$ cat config.mk
export PLATFORM = sky130hd
export DESIGN_NAME = rf_wb_arbiter
export DESIGN_NICKNAME = d
export VERILOG_FILES = /design/src/rtl/rf_wb_arbiter.sv
export SDC_FILE = /design/constraint.sdc
export NUM_CORES = 1
export LEC_CHECK = 0
export ABC_CLOCK_PERIOD_IN_PS = 4370
export CAP_MARGIN = 30
export CORE_ASPECT_RATIO = 1.2
export CORE_MARGIN = 5
export CORE_UTILIZATION = 40
export DETAILED_ROUTE_END_ITERATION = 6
export HOLD_SLACK_MARGIN = 0.1
export PLACE_DENSITY = 0.67
export SLEW_MARGIN = 20
export SYNTH_ARGS = -nofsm -noshare
export SYNTH_HDL_FRONTEND = slang
export SYNTH_SLANG_ARGS = --single-unit
$ cat constraint.sdc
create_clock -name clk -period 4.37 [get_ports clk]
set_input_delay 0.874 -clock clk [delete_from_list [all_inputs] [get_ports clk]]
set_output_delay 0.874 -clock clk [all_outputs]
set_load 0.01 [all_outputs]
$ cat src/rtl/rf_wb_arbiter.sv
// -----------------------------------------------------------------------------
// rf_wb_arbiter
//
// Shares the single register-file write port among NUM_REQ writeback sources
// (index 0 = ALU, 1 = LSU, 2 = MDU). A round-robin pointer selects which
// valid requester is granted. The grant is returned combinationally on
// req_ready. The granted writeback is captured into a registered output stage
// on the same clock edge, and the RF samples it on the following negedge.
// Each requester also has a saturating grant counter for performance debug.
//
// Ports
//   clk        in   clock, posedge
//   rst_n      in   asynchronous active-low reset
//   req_valid  in   [NUM_REQ]         per-requester writeback pending
//   req_rd     in   [5*NUM_REQ]       destination register, slice i = [5i+4:5i]
//   req_data   in   [DATA_W*NUM_REQ]  writeback value, slice i = [DATA_W*i +: DATA_W]
//   req_ready  out  [NUM_REQ]         one-hot grant (combinational)
//   stall      in   pipeline stall, freezes the arbiter
//   wb_en      out  register_write strobe to the RF
//   wb_rd      out  [5]      rd_wb to the RF
//   wb_data    out  [DATA_W] result to the RF
//   wb_src     out  [3]      index of the requester behind the current output
//   cnt_sel    in   [3]      grant-counter select
//   cnt_val    out  [CNT_W]  grant count of requester cnt_sel (0 if out of range)
//   cnt_clr    in   synchronous clear of all grant counters
// -----------------------------------------------------------------------------
module rf_wb_arbiter #(
   parameter int NUM_REQ = 3,
   parameter int DATA_W  = 32,
   parameter int CNT_W   = 16
) (
   input  logic                      clk,
   input  logic                      rst_n,
   input  logic [NUM_REQ-1:0]        req_valid,
   input  logic [5*NUM_REQ-1:0]      req_rd,
   input  logic [DATA_W*NUM_REQ-1:0] req_data,
   output logic [NUM_REQ-1:0]        req_ready,
   input  logic                      stall,
   output logic                      wb_en,
   output logic [4:0]                wb_rd,
   output logic [DATA_W-1:0]         wb_data,
   output logic [2:0]                wb_src,
   input  logic [2:0]                cnt_sel,
   output logic [CNT_W-1:0]          cnt_val,
   input  logic                      cnt_clr
);

   localparam logic [CNT_W-1:0] CNT_MAX = {CNT_W{1'b1}};
   localparam logic [CNT_W-1:0] CNT_ONE = {{(CNT_W-1){1'b0}}, 1'b1};

   // Registered state
   logic [2:0]        ptr_q;
   logic [2:0]        ptr_d;
   logic              wb_en_q;
   logic [4:0]        wb_rd_q;
   logic [DATA_W-1:0] wb_data_q;
   logic [2:0]        wb_src_q;
   logic [CNT_W-1:0]  cnt_q [NUM_REQ];

   // Arbitration results
   logic              grant_s;
   logic [2:0]        gidx_s;
   logic [3:0]        idx_s;
   logic [4:0]        sel_rd_s;
   logic [DATA_W-1:0] sel_data_s;

   // Round-robin search: scan ptr, ptr+1, ... (mod NUM_REQ) and take the first
   // valid requester. Reset and stall both suppress any grant, so req_ready is
   // zero while rst_n is low even if requesters are pending.
   always_comb begin
      grant_s = 1'b0;
      gidx_s  = 3'd0;
      idx_s   = 4'd0;
      if (rst_n && !stall) begin
         for (int k = 0; k < NUM_REQ; k++) begin
            idx_s = {1'b0, ptr_q} + 4'(k);
            if (idx_s >= 4'(NUM_REQ)) begin
               idx_s = idx_s - 4'(NUM_REQ);
            end else begin
               idx_s = idx_s;
            end
            for (int j = 0; j < NUM_REQ; j++) begin
               if (!grant_s && (idx_s == 4'(j)) && req_valid[j]) begin
                  grant_s = 1'b1;
                  gidx_s  = 3'(j);
               end else begin
                  grant_s = grant_s;
               end
            end
         end
      end else begin
         grant_s = 1'b0;
      end
   end

   // One-hot grant vector back to the requesters.
   always_comb begin
      req_ready = '0;
      for (int i = 0; i < NUM_REQ; i++) begin
         req_ready[i] = grant_s && (gidx_s == 3'(i));
      end
   end

   // Mux the winner's rd/data and compute the pointer that follows it.
   always_comb begin
      sel_rd_s   = 5'd0;
      sel_data_s = '0;
      for (int i = 0; i < NUM_REQ; i++) begin
         if (gidx_s == 3'(i)) begin
            sel_rd_s   = req_rd[5*i +: 5];
            sel_data_s = req_data[DATA_W*i +: DATA_W];
         end else begin
            sel_rd_s   = sel_rd_s;
            sel_data_s = sel_data_s;
         end
      end
      if (gidx_s == 3'(NUM_REQ-1)) begin
         ptr_d = 3'd0;
      end else begin
         ptr_d = gidx_s + 3'd1;
      end
   end

   // Writeback output stage and round-robin pointer. A stall freezes every
   // register, wb_en included. An idle cycle only drops the strobe. An rd=0
   // grant still consumes the request but never writes $zero.
   always_ff @(posedge clk or negedge rst_n) begin
      if (!rst_n) begin
         wb_en_q   <= 1'b0;
         wb_rd_q   <= 5'd0;
         wb_data_q <= '0;
         wb_src_q  <= 3'd0;
         ptr_q     <= 3'd0;
      end else if (!stall) begin
         if (grant_s) begin
            wb_en_q   <= (sel_rd_s != 5'd0);
            wb_rd_q   <= sel_rd_s;
            wb_data_q <= sel_data_s;
            wb_src_q  <= gidx_s;
            ptr_q     <= ptr_d;
         end else begin
            wb_en_q   <= 1'b0;
         end
      end else begin
         wb_en_q <= wb_en_q;
      end
   end

   // Saturating per-requester grant counters. A clear wins over a same-cycle
   // increment.
   always_ff @(posedge clk or negedge rst_n) begin
      if (!rst_n) begin
         for (int i = 0; i < NUM_REQ; i++) begin
            cnt_q[i] <= '0;
         end
      end else if (cnt_clr) begin
         for (int i = 0; i < NUM_REQ; i++) begin
            cnt_q[i] <= '0;
         end
      end else if (grant_s) begin
         for (int i = 0; i < NUM_REQ; i++) begin
            if ((gidx_s == 3'(i)) && (cnt_q[i] != CNT_MAX)) begin
               cnt_q[i] <= cnt_q[i] + CNT_ONE;
            end else begin
               cnt_q[i] <= cnt_q[i];
            end
         end
      end else begin
         for (int i = 0; i < NUM_REQ; i++) begin
            cnt_q[i] <= cnt_q[i];
         end
      end
   end

   // Debug read mux. Selects beyond NUM_REQ read as zero.
   always_comb begin
      cnt_val = '0;
      for (int i = 0; i < NUM_REQ; i++) begin
         if (cnt_sel == 3'(i)) begin
            cnt_val = cnt_q[i];
         end else begin
            cnt_val = cnt_val;
         end
      end
   end

   assign wb_en   = wb_en_q;
   assign wb_rd   = wb_rd_q;
   assign wb_data = wb_data_q;
   assign wb_src  = wb_src_q;

endmodule

[Word level (Yosys, flattened, before mapping)]
Cells that the tools add are included.
Operators by class
  $add $sub $neg: 9
  magnitude comparators: 3
  eq/ne operators: 13
  muxes and demuxes: 49
  bitwise operators: 1
  reduce and logical (&&, ||, !) cells: 47
Operator list (number)
  16-bit two-way mux: 6
  32-bit two-way mux: 3
  48-bit two-way mux: 2
  16-bit by 1-bit adder with 16-bit output, second input constant: 3
  16-bit inequality test, second input constant: 3
  3-bit two-way mux: 9
  1-bit logical AND: 24
  4-bit two-way mux: 6
  1-bit two-way mux: 20
  5-bit two-way mux: 3
  4-bit by 1-bit equality test with 1-bit output, second input constant: 3
  4-bit by 2-bit equality test with 1-bit output, second input constant: 3
  4-bit logical NOT: 3
  1-bit logical NOT: 9
  4-bit by 2-bit >= comparator with 1-bit output, second input constant: 2
  2-bit AND reduction: 4
  2-bit nonzero test: 4
  4-bit by 2-bit subtractor with 4-bit output, second input constant: 2
  3-bit by 1-bit equality test with 1-bit output, second input constant: 2
  3-bit by 2-bit equality test with 1-bit output, second input constant: 2
  3-bit logical NOT: 2
  5-bit nonzero test: 1
  3-bit by 1-bit adder with 4-bit output, second input constant: 1
  3-bit by 2-bit adder with 4-bit output, second input constant: 1
  other kinds (4): 4
Storage, ports and cells
  bits in registers: 92
  logic and storage cells: 130

[Depth between registers and ports, before layout]
Gate-level depths: netlist of the first run.
  depth in word-level cells: 53
  gate-level depth with buffers: 12

[Least setup slack after synthesis of the first run]
Ideal clock, no wire load.
  path type: reg2out
  start: register ptr_q[0]
  end: output port req_ready[0]
  data arrival time: 2.787 ns
  required time: 3.496 ns
  setup slack: 0.709 ns
  stages on the path, launching flop included: 11
  path buffers: 2
  path through: dfrtp_1 buf_2 inv_1 ha_1 or3b_1 a2111oi_4 a41oi_1 a21oi_2 o21ai_2 buf_2 nor2b_1
On the way
  longest elaborated chain between the ends: 49
Ends and longest elaborated chain
  start, declared: line 52  | logic [2:0] ptr_q;
  start signal, assigned: line 140  | ptr_q <= ptr_d;
  3-bit by 2-bit subtractor with 4-bit output / 3-bit by 2-bit >= comparator with 1-bit output (equally long branches): line 78, 77
  4-bit two-way mux: line 77  | if (idx_s >= 4'(NUM_REQ)) begin
  4-bit two-way mux: line 74  | if (rst_n && !stall) begin
  4-bit logical NOT: line 83  | if (!grant_s && (idx_s == 4'(j)) && req_valid[j]) begin
  1-bit logical AND: line 83
  1-bit two-way mux: line 83
  1-bit two-way mux: line 74
  1-bit logical NOT: line 83
  [... 32 more ...]
  1-bit two-way mux: line 83
  1-bit two-way mux: line 74
  1-bit logical NOT: line 83
  1-bit logical AND (2 in series): line 83
  3-bit two-way mux: line 83
  3-bit two-way mux: line 74
  3-bit logical NOT: line 100  | req_ready[i] = grant_s && (gidx_s == 3'(i));
  1-bit logical AND (*): line 100
  end, declared: line 37  | output logic [NUM_REQ-1:0] req_ready,
Mark *: on every way between the ends. The rest lies on a longest branch, timed or not. The select of a mux whose other input is x is not followed.

[Worst setup path after layout of the first run]
  start: register ptr_q[1]
  end: output port req_ready[2]
On the way
  longest elaborated chain between the ends: 49
Ends and longest elaborated chain (line)
  3-bit by 2-bit subtractor with 4-bit output / 3-bit by 2-bit >= comparator with 1-bit output (equally long branches): 78, 77
  4-bit two-way mux: 77
  4-bit two-way mux: 74
  4-bit logical NOT: 83
  1-bit logical AND: 83
  1-bit two-way mux: 83
  1-bit two-way mux: 74
  1-bit logical NOT: 83
  [... 32 more ...]
  1-bit two-way mux: 83
  1-bit two-way mux: 74
  1-bit logical NOT: 83
  1-bit logical AND (2 in series): 83
  3-bit two-way mux: 83
  3-bit two-way mux: 74
  3-bit by 2-bit equality test with 1-bit output: 100
  1-bit logical AND (*): 100
Marks and branches as above.

==> flow_summary.rst, run 1 <==
.. list-table::
   :header-rows: 1

   * - Metric
     - Value
   * - Sequential standard cell area
     - 0.00228 sq mm
   * - Post-CTS Hold Buffers
     - 0
   * - Skew final
     - 0.00856 ns
   * - Cts bufs inserted
     - 9
   * - Critical Path Sink Type
     - output port
   * - Number of nets in the final layout
     - 975
   * - Switch Pwr
     - 1.54 mW
   * - Maximum VDD drop
     - 0.249 mV
   * - Final slew viol count
     - 0
   * - DR vias
     - 6013
   * - Total chip power
     - 3.87 mW
   * - Residual DRC count
     - 0
   * - Achievable frequency
     - 236 MHz
   * - Largest fanout on the critical path
     - 9
   * - Critical path data arrival time
     - 3.36 ns
   * - Met1 Use GR
     - 26.6%
   * - Ant diodes
     - 0
   * - Post-place instance area
     - 0.00804 sq mm
   * - CTS H-Tree Depth
     - 3
   * - DR vias/cell
     - 5.73
   * - Vias in the first global route
     - 6186
   * - Skew-Pair Late Insertion Delay
     - 0.36 ns
   * - Global routing usage summed across all routing layers
     - 22.5%
   * - Class of the worst hold path
     - input pin to async pin
   * - Post-route clock period utilization
     - 96.8%
   * - Category of the worst setup path launch point
     - register
   * - Worst R2R End
     - wb_en
   * - Area of the die
     - 0.0179 sq mm
   * - Chip height
     - 145 microns
   * - Worst Tran Pin Value
     - 0.814 ns
   * - Cell with the biggest individual delay on the critical path
     - sky130_fd_sc_hd__clkdlybuf4s50_1
   * - Area taken by multi-input logic gates
     - 0.00362 sq mm
   * - Fraction of power consumed by sequential logic
     - 29.1%
   * - GR peak layer
     - met2
   * - Sink Count
     - 91
   * - Maximum number of buffers from clock root to sink
     - 2
   * - Relative slew slack
     - 45.8%
   * - FF-to-FF Start
     - ptr_q[0]
   * - Start-to-end type of the worst setup path
     - register to output port
   * - Maximum number of pins on one net before global-route repair
     - 73
   * - Cell with the most instances on the worst path
     - sky130_fd_sc_hd__inv_1
   * - Total of endpoints with negative setup slack in the final report
     - 0
   * - Status
     - finished, final reports clean
   * - Global-route wire length before repair
     - 32200 microns
   * - Post-layout min period
     - 4.23 ns
   * - Final Worst Setup Slack
     - 0.140 ns
   * - Number of antenna violations at the first check in global routing
     - 0
   * - Synth warnings
     - 0
   * - Register clock-pin slew on the reported worst setup and hold paths
     - 0.07 ns
   * - Async S/R FF share, synth
     - 100%
   * - Flop2flop setup slack
     - 0.69 ns
   * - Placement Rows
     - 49
   * - Crit-path cells
     - inv_1 > ha_1 > or3b_1 > a31oi_2 > or3_1 > nand4b_1 > a221o_2 > inv_1 > clkdlybuf4s50_1
   * - Root buffer cell
     - sky130_fd_sc_hd__clkbuf_16
   * - Count of buffers inserted at the top-level ports
     - 179
   * - Switching Share
     - 39.8%
   * - Average cell area after synthesis
     - 8.92 sq um
   * - Number of synthesized flops with an enable pin
     - 0
   * - Power Dens Cells
     - 460 mW/mm^2
   * - Chip Width
     - 123 microns
   * - Number of storage elements in the synthesis netlist
     - 91
   * - Number of distinct library cell variants in the gate-level netlist after synthesis
     - 60
   * - Final hold violation count
     - 0
   * - HPWL after detailed placement
     - 14500 microns
   * - Place WS
     - 0.312 ns
   * - Detailed-route wire length per cell
     - 19.0 microns
   * - LEAKAGE
     - 3.30 nW
   * - CTS tree
     - built
   * - Required time of the worst setup path
     - 3.50 ns
   * - Synthesized netlist cell count
     - 685
   * - Total standard cell area after synthesis
     - 0.00611 sq mm
   * - Total Wirelength
     - 20000 microns
   * - CP max stage delay
     - 0.59 ns
   * - Drt first-iter violations
     - 439
   * - Post-route cell area
     - 0.00841 sq mm
   * - Comb pwr share
     - 49.5%
   * - Total internal power
     - 2.33 mW
   * - Number of nets in the synthesized netlist
     - 820
   * - Met2 Use GR
     - 37.8%
   * - Placeable core region
     - 0.0150 sq mm
   * - Area added between synthesis and finish
     - 37.6%
   * - Count of fill cells added during filler insertion
     - 1385
   * - Register area share after synthesis
     - 37.2%
   * - Depth of the most critical reg-to-reg path
     - 11
   * - Final GP Congestion
     - 0.913
   * - Antenna violation net count after detailed routing
     - 0
   * - Effective utilization at floorplan
     - 40.7%
   * - Setup crit start
     - ptr_q[1]
   * - Number of max-cap violations
     - 0
   * - GR Layer Usage met3
     - 7.27%
   * - Layout cell share with drive strength beyond 1
     - 8.76%
   * - Synth Flop Type
     - sky130_fd_sc_hd__dfrtp_1
   * - Share of power burned in the clock network
     - 21.4%
   * - Initial DRT Pass Iterations
     - 5
   * - IO Count
     - 181
   * - Aggregate global routing overflow
     - 0
   * - Endpoint of the most critical setup path
     - req_ready[2]
==> per-stage QoR <==
step,setup TNS (ns),instances,util [%],hold WS [ns]
after global placement,0,1030,53.5,0.464
final,0,1049,56.0,0.400
after detailed placement,0,1030,53.5,0.465
after CTS,0,1047,55.7,0.402
after global routing,-0.0175,1049,56.0,0.416
after floorplan,0,685,-,0.515
==> metal layers <==
metal  routed length [microns]  vias to the layer above
met5                         0                        -
met1                      7760                     2889
met3                      1600                       38
li1                          -                     2853
met2                     10000                      233
met4                       568                        0
==> worst min path at each step <==
stage                     startpoint           to  slack, ns
final                          rst_n  wb_data[18]       0.40
after floorplan            wb_src[1]    wb_src[1]       0.51
after global routing           rst_n  wb_data[19]       0.42
after CTS                      rst_n  wb_data[17]       0.40
after detailed placement   wb_src[0]    wb_src[0]       0.47
after global placement     wb_src[0]    wb_src[0]       0.46
==> final cells by class <==
| type | count | area share, % |
|---|---|---|
| inverters | 7 | 0.312 |
| repair buffers | 196 | 22.9 |
| clock buffers | 11 | 3.00 |
| well taps | 204 | 3.03 |
| clock inverters | 5 | 0.699 |
| flip-flops and latches | 91 | 27.1 |
| multi-input cells | 535 | 43.0 |
==> layout by cell type (no fill, tap or decap), types with 2 or more instances in the layout <==
master | Yosys | layout
sky130_fd_sc_hd__or4_1 | 14 | 14
sky130_fd_sc_hd__nor4b_2 | 1 | 2
sky130_fd_sc_hd__a211oi_1 | 3 | 3
sky130_fd_sc_hd__and2_1 | 6 | 6
sky130_fd_sc_hd__dfrtp_1 | 91 | 90
sky130_fd_sc_hd__nand2_1 | 21 | 21
sky130_fd_sc_hd__mux2i_1 | 54 | 54
sky130_fd_sc_hd__nand2b_1 | 7 | 7
sky130_fd_sc_hd__mux2_2 | 22 | 22
sky130_fd_sc_hd__clkbuf_8 | 0 | 2
sky130_fd_sc_hd__a31oi_1 | 3 | 2
sky130_fd_sc_hd__buf_4 | 1 | 17
sky130_fd_sc_hd__or3b_1 | 2 | 2
sky130_fd_sc_hd__clkinvlp_4 | 0 | 2
sky130_fd_sc_hd__and3_1 | 11 | 11
sky130_fd_sc_hd__nor2b_1 | 28 | 27
sky130_fd_sc_hd__nand4_1 | 16 | 16
sky130_fd_sc_hd__a21o_1 | 3 | 3
sky130_fd_sc_hd__inv_1 | 7 | 7
sky130_fd_sc_hd__nand3_1 | 69 | 69
sky130_fd_sc_hd__nor4_1 | 2 | 2
sky130_fd_sc_hd__o21ai_0 | 52 | 52
sky130_fd_sc_hd__and4_1 | 3 | 3
sky130_fd_sc_hd__or3_1 | 11 | 11
sky130_fd_sc_hd__a2bb2oi_1 | 37 | 37
sky130_fd_sc_hd__nand4b_1 | 2 | 2
sky130_fd_sc_hd__clkdlybuf4s50_1 | 0 | 177
sky130_fd_sc_hd__nor3_1 | 12 | 11
sky130_fd_sc_hd__ha_1 | 14 | 13
sky130_fd_sc_hd__nor2_1 | 62 | 62
sky130_fd_sc_hd__clkbuf_16 | 0 | 9
sky130_fd_sc_hd__o31ai_1 | 11 | 11
sky130_fd_sc_hd__a21oi_1 | 39 | 39
sky130_fd_sc_hd__nand3b_1 | 2 | 2
==> power groups by stage <==
stage | registers, mW | logic [mW] | clock network (mW)
after detailed placement | 1.13 | 1.87 | 0
after floorplan | 1.19 | 1.02 | 0
after global routing | 1.15 | 2.08 | 0.881
after global placement | 1.13 | 1.83 | 0
final | 1.12 | 1.92 | 0.827
after CTS | 1.12 | 1.89 | 0.846
==> timing repair <==
action | 4_1_cts | 5_1_grt
buffers inserted | 1 | 1
endpoints found under the setup margin | 2 | 3
gates cloned | 0 | 0
gates resized for setup | 1 | 5
pin swaps | 1 | 1
==> worst max-delay path: cells and delay by family, from the launching register on <==
kind | cells | cell delay [ns]
and+or+nand+nor | 3 | 0.69
buffers and inverters | 3 | 0.82
adders and majority gates | 1 | 0.34
DFF | 1 | 0.45
AOI/OAI and AO/OA | 2 | 0.69
==> kinds of logic (layout without fill, tap and decap cells) <==
logic type | Yosys count | after routing | share of synthesized area (%)
adder cells (fa/ha/maj) | 14 | 14 | 2.87
XOR/XNOR | 2 | 2 | 0.287
AO/OA/AOI/OAI | 167 | 167 | 18.3
multiplexers | 77 | 77 | 13.1
buffers and inverters | 59 | 219 | 4.11
flip-flops | 91 | 91 | 37.2
AND/OR/NAND/NOR | 274 | 274 | 24.0
other | 1 | 1 | 0.0613
==> synthesized netlist by cell type, types with 2 or more instances <==
| library cell | n | area share, % |
|---|---|---|
| sky130_fd_sc_hd__a211oi_1 | 3 | 0.37 |
| sky130_fd_sc_hd__a21o_1 | 3 | 0.37 |
| sky130_fd_sc_hd__a21oi_1 | 39 | 3.2 |
| sky130_fd_sc_hd__a2bb2oi_1 | 37 | 5.3 |
| sky130_fd_sc_hd__a31oi_1 | 3 | 0.31 |
| sky130_fd_sc_hd__and2_1 | 6 | 0.61 |
| sky130_fd_sc_hd__and3_1 | 11 | 1.1 |
| sky130_fd_sc_hd__and4_1 | 3 | 0.43 |
| sky130_fd_sc_hd__buf_1 | 3 | 0.18 |
| sky130_fd_sc_hd__buf_2 | 15 | 1.2 |
| sky130_fd_sc_hd__clkbuf_1 | 32 | 2.0 |
| sky130_fd_sc_hd__dfrtp_1 | 91 | 37 |
| sky130_fd_sc_hd__ha_1 | 14 | 2.9 |
| sky130_fd_sc_hd__inv_1 | 7 | 0.43 |
| sky130_fd_sc_hd__mux2_2 | 22 | 4.1 |
| sky130_fd_sc_hd__mux2i_1 | 54 | 8.8 |
| sky130_fd_sc_hd__nand2_1 | 21 | 1.3 |
| sky130_fd_sc_hd__nand2b_1 | 7 | 0.72 |
| sky130_fd_sc_hd__nand3_1 | 69 | 5.6 |
| sky130_fd_sc_hd__nand3b_1 | 2 | 0.25 |
| sky130_fd_sc_hd__nand4_1 | 16 | 1.6 |
| sky130_fd_sc_hd__nand4b_1 | 2 | 0.29 |
| sky130_fd_sc_hd__nor2_1 | 62 | 3.8 |
| sky130_fd_sc_hd__nor2b_1 | 28 | 2.9 |
| sky130_fd_sc_hd__nor3_1 | 12 | 0.98 |
| sky130_fd_sc_hd__nor4_1 | 2 | 0.20 |
| sky130_fd_sc_hd__nor4b_1 | 2 | 0.29 |
| sky130_fd_sc_hd__o21ai_0 | 52 | 4.3 |
| sky130_fd_sc_hd__o311ai_0 | 2 | 0.29 |
| sky130_fd_sc_hd__o31ai_1 | 11 | 1.4 |
| sky130_fd_sc_hd__or3_1 | 11 | 1.1 |
| sky130_fd_sc_hd__or3b_1 | 2 | 0.29 |
| sky130_fd_sc_hd__or4_1 | 14 | 1.7 |
==> flip-flops by register name, indices dropped and copies added (netlist names) <==
signal	cells
cnt_q	48
wb_src	2
wb_data	32
wb_rd	5
wb_en	1
ptr_q	3
No activity file was read; power rests on OpenSTA's default activity.
==> inputs of run 2 (changes only) <==
--- a/config.mk
+++ b/config.mk
@@ -13,6 +13,7 @@
 export DETAILED_ROUTE_END_ITERATION = 6
 export HOLD_SLACK_MARGIN = 0.1
 export PLACE_DENSITY = 0.67
+export SETUP_SLACK_MARGIN = 0.2
 export SLEW_MARGIN = 20
 export SYNTH_ARGS = -nofsm -noshare
 export SYNTH_HDL_FRONTEND = slang
==> run 2 against run 1 <==
Against the previous run:
- critical path depth unchanged
- via count increased by 0.88%
- sequential power about the same
- maximum frequency increased by 11%
- final area increased by 0.82%
- non-clock buffer count increased by 2
- global-route usage increased by 0.13 points
- first-iteration DRC count decreased by 8.7%
- largest power group unchanged
==> flow_summary.rst, run 2 (synthesis results as in run 1) <==
.. list-table::
   :header-rows: 1

   * - Metric
     - Value
   * - CP max stage delay
     - 0.44 ns (-0.15 ns)
   * - DR vias
     - 6066 (+0.88%)
   * - IO Count
     - 181 (unchanged)
   * - HPWL after detailed placement
     - 14500 microns (unchanged)
   * - Aggregate negative setup slack
     - 0 ns (unchanged)
   * - WP buf/inv
     - 3 (unchanged)
   * - Post-CTS Hold Buffers
     - 0 (unchanged)
   * - Final GP Congestion
     - 0.913 (unchanged)
   * - Total chip power
     - 3.93 mW (+1.5%)
   * - Number of antenna violations at the first check in global routing
     - 0 (unchanged)
   * - Drt first-iter violations
     - 401 (-8.7%)
   * - Power Dens Cells
     - 463 mW/mm^2 (+0.72%)
   * - Total Wirelength
     - 20100 microns (+0.43%)
   * - Root buffer cell
     - sky130_fd_sc_hd__clkbuf_16
   * - Class of the worst hold path
     - input pin to async pin
   * - Count of buffers inserted at the top-level ports
     - 179 (unchanged)
   * - Status
     - finished, final reports clean
   * - Category of the worst setup path launch point
     - register
   * - Placeable core region
     - 0.0150 sq mm (unchanged)
   * - Effective utilization at floorplan
     - 40.7% (unchanged)
   * - Antenna violation net count after detailed routing
     - 0 (unchanged)
   * - Initial DRT Pass Iterations
     - 5 (unchanged)
   * - Final hold violation count
     - 0 (unchanged)
   * - Vias in the first global route
     - 6194 (+0.13%)
   * - DR vias/cell
     - 5.77 (+0.69%)
   * - LEAKAGE
     - 3.37 nW (+2.0%)
   * - Flip-flop count of the largest register, all copies and words added
     - 48 (unchanged)
   * - Area taken by multi-input logic gates
     - 0.00366 sq mm (+1.2%)
   * - Number of max-cap violations
     - 0 (unchanged)
   * - Maximum number of buffers from clock root to sink
     - 2 (unchanged)
   * - Number of nets in the final layout
     - 977 (+0.21%)
   * - Largest Register
     - cnt_q
   * - Ant diodes
     - 0 (unchanged)
   * - Leading cell type in the layout, fill and taps excluded
     - sky130_fd_sc_hd__clkdlybuf4s50_1
   * - Cell family with most CP delay
     - simple AND/OR/NAND/NOR gates
   * - Maximum number of pins on one net before global-route repair
     - 73 (unchanged)
   * - Maximum VDD drop
     - 0.242 mV (-2.6%)
   * - Chip Width
     - 123 microns (unchanged)
   * - Area added between synthesis and finish
     - 38.7%
   * - Achievable frequency
     - 263 MHz (+11%)
   * - Commonest cells after routing, fill and taps aside
     - sky130_fd_sc_hd__clkdlybuf4s50_1 (174), sky130_fd_sc_hd__dfrtp_1 (89), sky130_fd_sc_hd__nand3_1 (69)
   * - Cell with the biggest individual delay on the critical path
     - sky130_fd_sc_hd__dfrtp_2
   * - Area of the die
     - 0.0179 sq mm (unchanged)
   * - Detailed-route wire length per cell
     - 19.1 microns (+0.24%)
   * - Largest fanout on the critical path
     - 6 (-3)
   * - Post-layout min period
     - 3.80 ns (-0.426 ns)
   * - Critical Path Sink Type
     - output port
   * - Global routing usage summed across all routing layers
     - 22.6% (+0.13 points)
   * - Flop2flop setup slack
     - 0.72 ns (+0.03 ns)
   * - Crit-path cells
     - inv_1 > ha_1 > or3b_1 > a31oi_4 > or3_1 > nand4b_1 > a221o_2 > inv_1 > dlymetal6s2s_1
   * - Critical path data arrival time
     - 2.93 ns (-0.43 ns)
   * - Post-route clock period utilization
     - 87.1% (-9.8 points)
   * - Total of endpoints with negative setup slack in the final report
     - 0 (unchanged)
   * - RSZ-0062 raised after global routing
     - false
   * - Sequential standard cell area
     - 0.00228 sq mm (about the same)
   * - Cell with the most instances on the worst path
     - sky130_fd_sc_hd__inv_1
   * - Aggregate global routing overflow
     - 0 (unchanged)
   * - Chip height
     - 145 microns (unchanged)
   * - Skew-Pair Late Insertion Delay
     - 0.36 ns (about the same)
   * - Start-to-end type of the worst setup path
     - register to output port
   * - CTS H-Tree Depth
     - 3 (unchanged)
   * - Cts bufs inserted
     - 9 (unchanged)
   * - Count of fill cells added during filler insertion
     - 1380 (-0.36%)
   * - Register clock-pin slew on the reported worst setup and hold paths
     - 0.07 ns (about the same)
   * - Placement Rows
     - 49 (unchanged)
   * - Sink Count
     - 91 (unchanged)
   * - Relative slew slack
     - 45.6% (-0.16 points)
   * - Final Worst Setup Slack
     - 0.566 ns (+0.426 ns)
   * - Required time of the worst setup path
     - 3.50 ns (about the same)
   * - Worst Tran Pin Value
     - 0.816 ns (+0.00238 ns)
   * - Residual DRC count
     - 0 (unchanged)
   * - Layout cell share with drive strength beyond 1
     - 9.45% (+0.69 points)
   * - Place WS
     - 0.312 ns (unchanged)
   * - CTS tree
     - built
   * - Final slew viol count
     - 0 (unchanged)
   * - Skew final
     - 0.00892 ns (+0.000363 ns)
   * - Global-route wire length before repair
     - 32400 microns (+0.64%)
run 2: cell types whose count changed in the layout (fill, tap and decap cells not counted), sizes merged:
cell	change
buf	+2
clkdlybuf4s50	-3
dlymetal6s2s	+3
run 2: worst reg2reg max path, stage by stage, from the launching register on:
cell and delay [ns]:
sky130_fd_sc_hd__dfrtp_2 0.44, sky130_fd_sc_hd__ha_1 0.21, sky130_fd_sc_hd__inv_1 0.06, sky130_fd_sc_hd__ha_2 0.21, sky130_fd_sc_hd__or3b_1 0.43, sky130_fd_sc_hd__a2111oi_4 0.40
sky130_fd_sc_hd__buf_4 0.20, sky130_fd_sc_hd__a21oi_2 0.04, sky130_fd_sc_hd__buf_4 0.16, sky130_fd_sc_hd__nor3_2 0.14, sky130_fd_sc_hd__buf_4 0.67, sky130_fd_sc_hd__mux2_2 0.46
sky130_fd_sc_hd__a31oi_1 0.16
run 2: repair_timing:
action	4_1_cts	5_1_grt
gates resized for setup	5	12
buffers inserted	4	0
hold endpoints to repair	0	0
pin swaps	2	2
endpoints found under the setup margin	3	3
run 2: through the flow:
| stage | hold WS (ns) | utilization, % | std cells | instance area [sq um] |
|---|---|---|---|---|
| after floorplan | 0.515 | - | 685 | 6110 |
| after CTS | 0.402 | 55.9 | 1050 | 8400 |
| after detailed placement | 0.465 | 53.5 | 1030 | 8040 |
| after global placement | 0.464 | 53.5 | 1030 | 8040 |
| final | 0.402 | 56.5 | 1051 | 8480 |
| after global routing | 0.420 | 56.5 | 1051 | 8480 |
run 2: worst paths after layout:
kind | to | depth (start not counted) | startpoint
min | wb_data[20] | 1 | rst_n
min reg2reg | wb_src[0] | 1 | wb_src[0]
max reg2reg | wb_en | 12 | ptr_q[1]
max in group asynchronous | cnt_q[25] | 3 | rst_n
min in group clk | wb_src[0] | 1 | wb_src[0]
max | req_ready[2] | 9 | ptr_q[1]
run 2: final cells by class:
type | instances | area share, %
repair buffers | 198 | 23.0
well taps | 204 | 3.01
multi-input cells | 535 | 43.2
inverters | 7 | 0.310
clock inverters | 5 | 0.693
flip-flops and latches | 91 | 26.9
clock buffers | 11 | 2.98
run 2: power breakdown:
part	switching (mW)	leakage [nW]	total (mW)	internal, mW
sequential	0.114	1.22	1.12	1.01
combinational	1.10	2.00	1.98	0.876
clock	0.350	0.148	0.826	0.476
run 2: routing by layer:
metal  vias up  part of all wire [%]  global-route usage (%)  wire length, microns
li1       2857                     -                       -                     -
met1      2938                    38                    26.7                  7650
met2       234                    51                    38.1                 10200
met3        37                   7.9                    6.57                  1580
met4         0                   3.0                    9.19                   607
met5         -                     0                       0                     0
